<file path="src/rtl/prior_enco_rr_hs.sv">
// Registered priority encoder with grant/ack handshake, fixed or round-robin
// priority and a saturating count of completed grants.
module prior_enco_rr_hs #(
    parameter int WIDTH = 8,
    parameter int IDX_W = 3,
    parameter int CNT_W = 16
) (
    input  logic             clk,
    input  logic             rst_n,
    input  logic [WIDTH-1:0] din,
    input  logic             en,
    input  logic             rr_mode,
    input  logic             ack,
    output logic [IDX_W-1:0] dout,
    output logic [WIDTH-1:0] dout_oh,
    output logic             valid,
    output logic             any,
    output logic [CNT_W-1:0] grant_cnt
);

    typedef enum logic {
        S_IDLE,
        S_HOLD
    } state_t;

    localparam logic [IDX_W-1:0] LAST = IDX_W'(WIDTH - 1);
    localparam logic [WIDTH-1:0] ONE  = WIDTH'(1);

    state_t           r_state, w_state_nx;
    logic [IDX_W-1:0] r_dout, w_dout_nx;
    logic [WIDTH-1:0] r_oh, w_oh_nx;
    logic [IDX_W-1:0] r_ptr, w_ptr_nx;
    logic [CNT_W-1:0] r_cnt, w_cnt_nx;
    logic [IDX_W-1:0] w_ptr_dec;
    logic [IDX_W-1:0] w_start;
    logic [IDX_W-1:0] w_win;
    logic             w_found;
    logic             w_acked;

    assign any       = |din;
    assign w_acked   = (r_state == S_HOLD) && ack;
    assign w_ptr_dec = (r_dout == '0) ? LAST : r_dout - 1'b1;
    assign w_ptr_nx  = w_acked ? w_ptr_dec : r_ptr;
    // Re-evaluation after an ack already sees the updated pointer.
    assign w_start   = rr_mode ? w_ptr_nx : LAST;

    always_comb begin
        int               w_k;
        logic [IDX_W-1:0] w_kx;
        w_found = 1'b0;
        w_win   = '0;
        w_k     = 0;
        w_kx    = '0;
        for (int j = 0; j < WIDTH; j++) begin
            w_k  = (int'(w_start) + WIDTH - j) % WIDTH;
            w_kx = IDX_W'(w_k);
            if (!w_found && din[w_kx]) begin
                w_found = 1'b1;
                w_win   = w_kx;
            end
        end
    end

    always_comb begin
        w_state_nx = r_state;
        w_dout_nx  = r_dout;
        w_oh_nx    = r_oh;
        w_cnt_nx   = r_cnt;
        unique case (r_state)
            S_IDLE: begin
                if (en && w_found) begin
                    w_state_nx = S_HOLD;
                    w_dout_nx  = w_win;
                    w_oh_nx    = ONE << w_win;
                end
            end
            S_HOLD: begin
                if (ack) begin
                    if (r_cnt != '1) begin
                        w_cnt_nx = r_cnt + 1'b1;
                    end
                    if (en && w_found) begin
                        w_dout_nx = w_win;
                        w_oh_nx   = ONE << w_win;
                    end else begin
                        w_state_nx = S_IDLE;
                    end
                end
            end
        endcase
    end

    always_ff @(posedge clk or negedge rst_n) begin
        if (!rst_n) begin
            r_state <= S_IDLE;
            r_dout  <= '0;
            r_oh    <= '0;
            r_ptr   <= LAST;
            r_cnt   <= '0;
        end else begin
            r_state <= w_state_nx;
            r_dout  <= w_dout_nx;
            r_oh    <= w_oh_nx;
            r_ptr   <= w_ptr_nx;
            r_cnt   <= w_cnt_nx;
        end
    end

    assign dout      = r_dout;
    assign dout_oh   = r_oh;
    assign valid     = (r_state == S_HOLD);
    assign grant_cnt = r_cnt;

endmodule

</file>
<file path="config.mk">
export PLATFORM = sky130hd
export DESIGN_NAME = prior_enco_rr_hs
export DESIGN_NICKNAME = d
export VERILOG_FILES = /design/src/rtl/prior_enco_rr_hs.sv
export SDC_FILE = /design/constraint.sdc
export NUM_CORES = 1
export LEC_CHECK = 0
export BUFFER_PORTS_ARGS = -buffer_cell sky130_fd_sc_hd__buf_4
export CAP_MARGIN = 20
export CORE_ASPECT_RATIO = 1.25
export CORE_UTILIZATION = 35
export DETAILED_ROUTE_END_ITERATION = 8
export SYNTH_ARGS = -nofsm -noshare
export SYNTH_HDL_FRONTEND = slang
export SYNTH_SLANG_ARGS = --single-unit
</file>
<file path="constraint.sdc">
create_clock -name clk -period 7 [get_ports clk]
set_clock_uncertainty 0.1 [all_clocks]
set_input_delay 0.7 -clock clk [delete_from_list [all_inputs] [get_ports clk]]
set_output_delay 0.7 -clock clk [all_outputs]
set_load 0.01 [all_outputs]
</file>
==> flow_summary.toml <==
[status]
outcome = "completed"

[setup_path]
start_kind = "flop"
critPathKind = "flop to flop"
worstRegToRegCells = 15
arrival_ps = 5070
cp_cell_sequence = "inv_1 -> ha_1 -> ha_1 -> and4b_1 -> o21ai_1 -> inv_1 -> ha_1 -> xnor2_4 -> mux4_2 -> nand4_4 -> nor3_1 -> a21oi_2 -> nand2_1 -> or2_2 -> o22ai_1"
slowest_stage = "o21ai_1"
crit_path_end_kind = "flop"
max_stage_delay_ps = 740
crit_top_cell = "ha_1"
required_ps = 7100
cp_max_fo = 18

[place]
place_congestion = 0.937
dpl.hpwl_um = 4820
port_buffers = 41

[synth]
ys_types = 68
synth.top_cell.area_share = 0.285
async_flop_share = 1.00
ys_seq_elements = 31
yosysSeqAreaShare = 0.317
ys.flop_type = "dfrtp_1"
yosysWarnings = 0
syn-num-nets = 282
netlist_instances = 264
synth-edff-count = 0
synth_area_mm2 = 0.00246
synth_top_area_cell = "dfrtp_1"
avgSynthCellArea_um2 = 9.32
synth.area.top_cells = "dfrtp_1 (28%), mux2i_1 (6.9%), xnor2_1 (4.6%)"

[clock_network]
postCtsHoldBufs = 0
worstSkewPairLatency_ps = 280
cts.sinks = 31
cts_setup_buffers = 0
htreeDepth = 2
cts_tree = "yes"
clk_pin_slew_ps = 70
clockRootBuffer = "clkbuf_8"
ctsResizeCount = 0
clockBufferDepth = 2
cts_buffers = 5

[power_and_ir_drop]
p_seq_frac = 0.248
leakage_uw = 0.00133
irDropWorstVdd_v = 0.000204
p_per_area_mw_per_mm2 = 400
swShare = 0.434
p_comb_frac = 0.596
power.internal_uw = 659
total_power_uw = 1160
clkPwrFrac = 0.155
power_switching_uw = 506

[route]
route.detailed.drc = 0
drtIter0Drc = 90
ant_nets = 0
viasPerCell = 5.55
wl_per_cell_um = 15.8
drtPass1Iterations = 4
via_count = 2165
wl_um = 6150

[floorplan]
io_pins = 42
die-width_um = 77.0
row_count = 33
initial_core_util = 0.368
dieArea_mm2 = 0.00737
die_h_um = 95.7
fp.coreArea_mm2 = 0.00669

[timing]
rsz0062_at_grt = "no"
slew_headroom = 0.360
finalHoldViolations = 0
period_share = 0.710
fin_setup_tns_ps = 0
max_freq_mhz = 201
whs_ps = 240
period_needed_ps = 4970
setup_viol = 0
maxSlewViolCount = 0
worst_slew_pin_slew_ps = 953

[grt]
grt_overflow_total = 0
antenna_found_initial = 0
grt_max_degree = 32
grt_pass1_vias = 2150
grt_pass1_wl_um = 10400
grt_usage = 0.177

[run]
maxCapViolCount = 0

[cells_and_area]
fill_cells = 684
drive_gt1_frac = 0.241
diodes = 0
num-nets-final = 320
area_growth_pct = 18.5

[worst_hold_path]
hold_class = "input port to async pin"
[power by group through the flow]
| stage | sequential [uW] | clock (uW) | combinational [uW] |
|---|---|---|---|
| floorplan | 304 | 0 | 491 |
| global placement | 291 | 0 | 687 |
| detailed placement | 293 | 0 | 692 |
| CTS | 291 | 188 | 695 |
| global route | 298 | 195 | 763 |
| finish | 289 | 181 | 695 |
[worst max-delay path, delay by kind of cell (launching register included)]
family	cells	cell delay, ps
xor gates and xnor gates	1	300
muxes	1	610
DFF	1	420
buffers and inverters	2	340
and+or+nand+nor	5	970
adders and majority gates	3	680
AOI/OAI and AO/OA	3	1450
[through the flow]
stage                     std cells  instance area, um2   util  setup WS, ps
after floorplan                 264                2460      -          2950
after global placement          382                2800  0.418          2160
after detailed placement        382                2800  0.418          2030
after CTS                       390                2910  0.436          2030
after global routing            390                2910  0.436          1580
final                           390                2910  0.436          2030
[cells in the mapped netlist (3+ instances only)]
cell	n
a211oi_1	7
a21oi_1	6
a221oi_1	3
a22oi_1	5
and2_1	7
and3_1	5
buf_6	5
clkbuf_1	3
dfrtp_1	28
dfstp_2	3
ha_1	5
inv_1	11
mux2_2	4
mux2i_1	17
nand2_1	25
nand2b_1	4
nand3_1	9
nand4_1	5
nor2_1	23
nor3_1	3
o21a_1	3
o21ai_0	6
o22ai_1	4
xnor2_1	13
xor2_1	6
[logic make-up (layout without fill, tap and decap cells)]
family          Yosys count  count (layout)  synth area share
xor+xnor                 20              20            0.0788
buf+inv                  22              61            0.0529
compound gates           64              64             0.202
flops                    31              31             0.317
fa+ha+maj                 5               5            0.0254
simple gates             97              97             0.205
mux                      25              25             0.119
[path summary, 6_finish.rpt]
check | from | end | slack [ps]
worst max-delay path | dout[0] | dout_oh[4] | 2030
worst min-delay path | rst_n | grant_cnt[9] | 240
worst max register to register | dout[0] | dout_oh[4] | 2030
worst min register to register | grant_cnt[9] | grant_cnt[9] | 410
max in group asynchronous | rst_n | r_ptr[0] | 6220
min in group clk | grant_cnt[9] | grant_cnt[9] | 410
[final cells by class]
type                       instances  area (um2)  share of cell area
multi-input combinational        211        1550               0.532
sequential                        31         779               0.267
timing repair buffer              41         308               0.106
tap                               87         109              0.0374
clock buffer                       6        82.6              0.0283
clock inverter                     2        35.0              0.0120
inverter                          12        50.0              0.0172
[sequential cells by signal, indices dropped and copies added (netlist names)]
register,cells
dout,3
grant_cnt,16
valid,1
r_ptr,3
dout_oh,8
[per-layer routing]
layer,vias up,global-route usage,routed length (um)
met2,58,0.325,3060
met3,17,0.0303,310
li1,1056,-,-
met5,-,0,0
met4,0,0.0708,160
met1,1034,0.206,2620
[placed cells by master (no fill, tap or decap), types with 6 or more instances in the layout]
master | synthesis | layout
o21ai_0 | 6 | 6
xnor2_1 | 13 | 13
dfrtp_1 | 28 | 28
mux2i_1 | 17 | 17
nand3_1 | 9 | 9
a211oi_1 | 7 | 7
buf_4 | 1 | 41
inv_1 | 11 | 11
a21oi_1 | 6 | 6
nor2_1 | 23 | 23
xor2_1 | 6 | 6
and2_1 | 7 | 7
nand2_1 | 25 | 25
clkbuf_8 | 0 | 6
Power figures use the tool's default switching activity.
